<file path="config.mk">
export PLATFORM = sky130hd
export DESIGN_NAME = filter_receiver
export DESIGN_NICKNAME = d
export VERILOG_FILES = /design/src/rtl/filter_receiver.sv
export SDC_FILE = /design/constraint.sdc
export NUM_CORES = 1
export LEC_CHECK = 0
export CAP_MARGIN = 20
export CELL_PAD_IN_SITES_DETAIL_PLACEMENT = 1
export CELL_PAD_IN_SITES_GLOBAL_PLACEMENT = 2
export CORE_MARGIN = 4
export CORE_UTILIZATION = 25
export CTS_CLUSTER_SIZE = 10
export DETAILED_ROUTE_END_ITERATION = 10
export PLACE_DENSITY_LB_ADDON = 0.3
export SETUP_SLACK_MARGIN = 0.15
export SYNTH_ARGS = -nofsm -noshare
export SYNTH_HDL_FRONTEND = slang
export SYNTH_SLANG_ARGS = --single-unit
</file>
<file path="constraint.sdc">
create_clock -name clk -period 5.65 [get_ports clk]
set_input_delay 0.565 -clock clk [delete_from_list [all_inputs] [get_ports clk]]
set_output_delay 0.565 -clock clk [all_outputs]
set_load 0.05 [all_outputs]
</file>
<file path="src/rtl/filter_receiver.sv">
// rtl/filter_receiver.sv - first-word-fall-through receive buffer with issuer backpressure and done tracking.
// Optional index sequence checker enabled by defining FILTER_RECEIVER_SEQ_CHECK_EN.
module filter_receiver #(
  parameter int DEPTH  = 8,
  parameter int DATA_W = 18
) (
  input  logic              clk,
  input  logic              rst,
  input  logic              filter_en,
  input  logic [DATA_W-1:0] filter_data,
  input  logic [12:0]       filter_issue_counter,
  input  logic [12:0]       filter_length,
  output logic              filter_block,
  output logic [DATA_W-1:0] out_data,
  output logic [12:0]       out_index,
  output logic              out_valid,
  input  logic              out_ready,
  output logic              done,
  output logic              overflow_error,
  output logic              seq_error
);

  localparam int AW = $clog2(DEPTH);
  localparam int CW = AW + 1;
  localparam logic [CW-1:0] FULL_LEVEL  = CW'(DEPTH);
  localparam logic [CW-1:0] BLOCK_LEVEL = CW'(DEPTH - 1);

  logic [DATA_W+12:0] mem [DEPTH];
  logic [AW-1:0]      head;
  logic [AW-1:0]      tail;
  logic [CW-1:0]      count;
  logic [12:0]        delivered;
  logic               full;
  logic               pop;
  logic               push;

  assign full      = (count == FULL_LEVEL);
  assign out_valid = (count != '0);
  assign pop       = out_valid && out_ready;
  // A pop frees the slot on the same edge, so a full buffer still takes a word.
  assign push      = !rst && filter_en && (!full || pop);
  // Block one entry early: the issuer's enable lags block by one cycle.
  assign filter_block = (count >= BLOCK_LEVEL);
  assign {out_index, out_data} = mem[head];

  always_ff @(posedge clk) begin
    if (push) begin
      mem[tail] <= {filter_issue_counter, filter_data};
    end
  end

  always_ff @(posedge clk) begin
    if (rst) begin
      head           <= '0;
      tail           <= '0;
      count          <= '0;
      delivered      <= '0;
      done           <= 1'b0;
      overflow_error <= 1'b0;
    end else begin
      if (push) begin
        tail <= tail + AW'(1);
      end
      if (pop) begin
        head      <= head + AW'(1);
        delivered <= delivered + 13'd1;
      end
      count <= count + CW'(push) - CW'(pop);
      if (filter_en && !push) begin
        overflow_error <= 1'b1;
      end
      if (delivered == filter_length && count == '0) begin
        done <= 1'b1;
      end
    end
  end

`ifdef FILTER_RECEIVER_SEQ_CHECK_EN
  logic [12:0] expected_index;

  // Resynchronise to the received index so one gap flags once, not forever.
  always_ff @(posedge clk) begin
    if (rst) begin
      expected_index <= '0;
      seq_error      <= 1'b0;
    end else if (push) begin
      if (filter_issue_counter != expected_index) begin
        seq_error <= 1'b1;
      end
      expected_index <= filter_issue_counter + 13'd1;
    end
  end
`else
  assign seq_error = 1'b0;
`endif

endmodule

</file>
# --- Word level (Yosys, flattened, before mapping) ---
# Memories as Yosys holds them, arrays and structs flattened. A register that Yosys moved wholly into a read port is not among the register bits.
# Index checks and enable logic that the tools add are counted.
classes:
  multipliers: 0
  div_mod_pow: 0
  reduce_logical: 11
  magnitude_cmp: 1
  bitwise: 0
  n_addsub: 5
  n_eq_ne: 2
  n_mux: 4
  shifts: 0
ops:
  columns: ["op", "count"]
  rows:
  - ["13-bit by 1-bit adder with 13-bit output, second input constant", 1]
  - ["13-bit == test", 1]
  - ["3-bit by 1-bit adder with 3-bit output, second input constant", 2]
  - ["3-bit 2-to-1 mux", 2]
  - ["1-bit logical AND", 5]
  - ["4-bit by 1-bit adder with 4-bit output", 1]
  - ["4-bit == test, second input constant", 1]
  - ["4-bit by 3-bit greater-or-equal comparator with 1-bit output, second input constant", 1]
  - ["4-bit zero test", 1]
  - ["4-bit nonzero test", 1]
  - ["4-bit by 1-bit subtractor with 4-bit output", 1]
  - ["1-bit zero test", 3]
  - ["1-bit 2-to-1 mux", 2]
  - ["1-bit logical OR", 1]
totals:
  wordCells: 30
  output_inout_bits: 36
  in_bits: 48
  latch_bits: 0
  mem_bits_ro: 0
  regBits: 25
  ram_bits: 248
  n_memories: 1
mem_list:
  columns: ["memory", "depth", "width", "read_ports", "rd_ports_with_merged_regs", "wr", "line", "text"]
  rows:
  - ["mem", 8, 31, 1, 1, 1, "28", "logic [DATA_W+12:0] mem [DEPTH];"]

# --- Logic depth before layout (Yosys ltp) ---
depth:
  ltp_word: 6
  depth_mapped: 12
  ltp_nobuf: 11

# --- Worst setup path before layout ---
# No wires, ideal clock.
synth_timing:
  path_kind: "input-to-reg"
  startpoint: "input out_ready"
  endpoint: "memory mem[0][0] in the netlist's numbering, enable pin"
  setup_ns: 0.497
  path_slack_ns: 1.206
  t_arrival_ns: 3.947
  required_time_ns: 5.153
  stages: 5
  n_path_buf: 1
  cell_sequence: "buf_4 nand2b_1 nand3_1 nand2_1 nor4_1"
synth_between:
  elab_chain_cells: 5
synth_rtl:
  columns: ["item", "line", "text"]
  rows:
  - ["from (decl)", "17", "input logic out_ready,"]
  - ["1-bit logical AND", "39", "assign pop = out_valid && out_ready;"]
  - ["1-bit logical OR", "41", "assign push = !rst && filter_en && (!full || pop);"]
  - ["1-bit logical AND", "41", null]
  - ["1-bit 2-to-1 mux", "47", "if (push) begin"]
  - ["1-bit 2-to-1 mux (implied by the code)", "48", "mem[tail] <= {filter_issue_counter, filter_data};"]
  - ["to (decl)", "28", null]
# Every way passes these cells.

==> impl_metrics.yaml <==
timing:
  maxSlewHeadroom: 0.320
  setup_violations: 0
  rsz0062_at_grt: "no"
  final.setup.worst_slack_ns: 1.73
  min_period_ns: 3.92
  finalCritPeriodShare: 0.694
  max_slew.worst_pin.slew_ns: 1.02
  slew_violations: 0
  skew_ns: 0.0136
  setup_tns_ns: 0
  finalHoldViolCount: 0
  fmax_mhz: 255
floorplanning:
  die_x_um: 217
  num_rows: 76
  initial_utilization: 0.253
  core_area_mm2: 0.0431
  die_area_mm2: 0.0471
  die_h_um: 217
  pin_count: 84
min_path:
  holdPathStages: 2
  hold_path_class: "register to register"
  holdCritStartpoint: "head[1]$_SDFFE_PP0N_"
logic_synthesis:
  yosysMostFrequentCell: "edfxtp_1"
  yosys.area.top_type: "edfxtp_1"
  seq_area_frac_synth: 0.734
  ys_top_cells_by_count: "edfxtp_1 (248), mux4_2 (38), mux2_2 (31)"
  synth-warning-count: 0
  netlist.area_leader.share: 0.682
  async_flop_share: 0
  ys_ff_latch: 276
  syn_area_per_cell_um2: 20.6
  synth-main-ff-cell: "edfxtp_1"
  synth_edf_count: 248
  synth_cell_types: 42
  syn_nets: 588
  netlist_instances: 530
  ys_top_cells_by_area: "edfxtp_1 (68%), mux4_2 (7.8%), mux4_1 (5.8%)"
  synthesis.area_mm2: 0.0109
detailed_routing:
  vias: 5295
  drt-pass1-iter-count: 4
  drc: 0
  drtIter0Drc: 203
  drt-total-wl_mm: 24.1
  wl_per_cell_um: 19.5
  drt-vias-per-instance: 4.30
  ant_nets: 0
global_routing:
  grt-ovfl-total: 0
  antenna_found_initial: 1
  grt_pass1_vias: 6029
  grt_use_total: 0.103
  grt_pass1_wl_mm: 36.8
  grt_max_degree: 63
critical_path:
  rr_worst_depth: 11
  path_class: "register to output port"
  cp.arrival_ns: 3.35
  r2r_slack_ns: 2.94
  worstSetupEndpointType: "output port"
  r2r-end: "count[2]$_SDFF_PP0_"
  crit_fanout: 30
  cp_slowest_cell: "clkdlybuf4s50_1"
  timing.critical_path.cells: "buf_16 > buf_4 > mux4_1 > mux2_2 > clkdlybuf4s50_1"
  max_stage_delay_ns: 0.71
  cp.required_ns: 5.09
  start_kind: "register"
  r2r-start: "count[2]$_SDFF_PP0_"
clock_network:
  cts_root_buf: "clkbuf_16"
  cts_num_sinks: 276
  cts_setup_buffers: 0
  hold_buffers: 0
  cts_inserted_buffers: 34
  clk_path_buf_depth: 3
  clk_latency_ns: 0.50
  clkSlewWorstSetupHoldPaths_ns: 0.05
  htree_levels: 2
  cts_tree: "done"
  cts_resized: 0
layout:
  multi_input_area_mm2: 0.00276
  seq_area_mm2: 0.00802
  area_growth_pct: 23.2
  fin_util: 0.312
  fin_cells: 1232
  finalNetCount: 693
  n_fill_cell: 4340
  drive_above_1_share: 0.207
  diodes: 0
power_and_ir_drop:
  power_density_mw_per_mm2: 431
  ir_worst_vdd_mv: 0.201
  switching_share: 0.295
  power_frac_clock: 0.326
  p_switching_mw: 1.71
  p_int_mw: 4.08
  p_leak_nw: 4.24
  seq_power_share: 0.422
  p_comb_frac: 0.252
place:
  post-place-ws_ns: 1.98
  placed_cells: 1183
  hpwl_mm: 14.1
  io_buffers: 82
  place_congestion: 0.675
flow_run:
  max_cap_viol_count: 0
status:
  status: "finished, final reports clean"
-- cells in the final DEF (no fill, tap or decap), types with 3 or more instances in the layout --
cell type / n
edfxtp_1: 248
clkdlybuf4s50_1: 82
mux4_2: 38
clkbuf_16: 35
mux2_2: 31
dfxtp_1: 25
mux4_1: 24
xor2_1: 23
nor2_1: 17
nand2_1: 13
nand3_1: 10
ha_1: 9
inv_1: 7
a21oi_1: 7
buf_4: 7
nand2b_1: 6
clkbuf_1: 6
nand4_1: 5
o21ai_0: 5
nor3_2: 4
clkinv_1: 4
nor2_4: 3
xnor2_1: 3
or3_1: 3
buf_12: 3
-- registers in the layout (all words and copies together) (netlist names), named ones only --
register and flops:
done 1, delivered 13, tail 3, overflow_error 1
mem 248, count 4, head 3
-- power by group through the flow --
stage	Clock, mW	Sequential [mW]	Combinational (mW)
2_1_floorplan	0	2.38	1.15
3_3_place_gp	0	2.54	1.38
3_5_place_dp	0	2.55	1.40
4_1_cts	1.96	2.51	1.41
5_1_grt	2.05	2.46	1.55
6_report	1.89	2.45	1.46
-- cell families (layout without fill, tap and decap cells) --
logic type | count (synthesis) | after routing | synth area share
other cells | 1 | 1 | 0.000344
flops | 276 | 276 | 0.734
mux | 94 | 94 | 0.169
fa+ha+maj | 10 | 10 | 0.0122
buf+inv | 31 | 148 | 0.0180
simple gates | 76 | 76 | 0.0377
compound gates | 16 | 16 | 0.00825
xor+xnor | 26 | 26 | 0.0209
-- cell type report --
type | instances | area share
Sequential cell | 276 | 0.596
Tap cell | 585 | 0.0544
Clock inverter | 7 | 0.00363
Timing Repair Buffer | 93 | 0.0715
Multi-Input combinational cell | 223 | 0.205
Clock buffer | 41 | 0.0668
Inverter | 7 | 0.00195
-- worst max-delay path by stage --
| stage | start | to | slack [ns] | cells past startpoint |
|---|---|---|---|---|
| 2_1_floorplan | out_ready | mem[0][0]$_DFFE_PP_ | 1.21 | 5 |
| 3_3_place_gp | register | out_index[4] | 1.98 | 4 |
| 3_5_place_dp | register | out_index[4] | 1.98 | 4 |
| 4_1_cts | register | out_index[4] | 1.42 | 4 |
| 5_1_grt | register | out_index[4] | 1.52 | 5 |
| 6_report | register | out_index[4] | 1.73 | 5 |
-- metrics by stage --
| step | hold WS [ns] | area, µm² | power, mW |
|---|---|---|---|
| finish | 0.494 | 13400 | 5.79 |
| global route | 0.532 | 13400 | 6.07 |
| CTS | 0.501 | 13400 | 5.88 |
| detailed placement | 0.483 | 12500 | 3.96 |
| global placement | 0.464 | 12400 | 3.93 |
| floorplan | 0.454 | 10900 | 3.54 |
-- metal layers --
layer | up-vias | track usage | part of all wire
met4 | 2 | 0.0307 | 0.022
met1 | 2783 | 0.130 | 0.43
met3 | 45 | 0.0257 | 0.051
met5 | - | 0 | 0.00083
met2 | 107 | 0.175 | 0.49
li1 | 2358 | - | -
-- worst max-delay path: cells and delay by family, from the launching register on --
kind                   cells  cell delay, ns
flip-flops                 1            0.68
multiplexers               2            0.84
buffers and inverters      3            1.30
(Power assumes the default switching activity.)
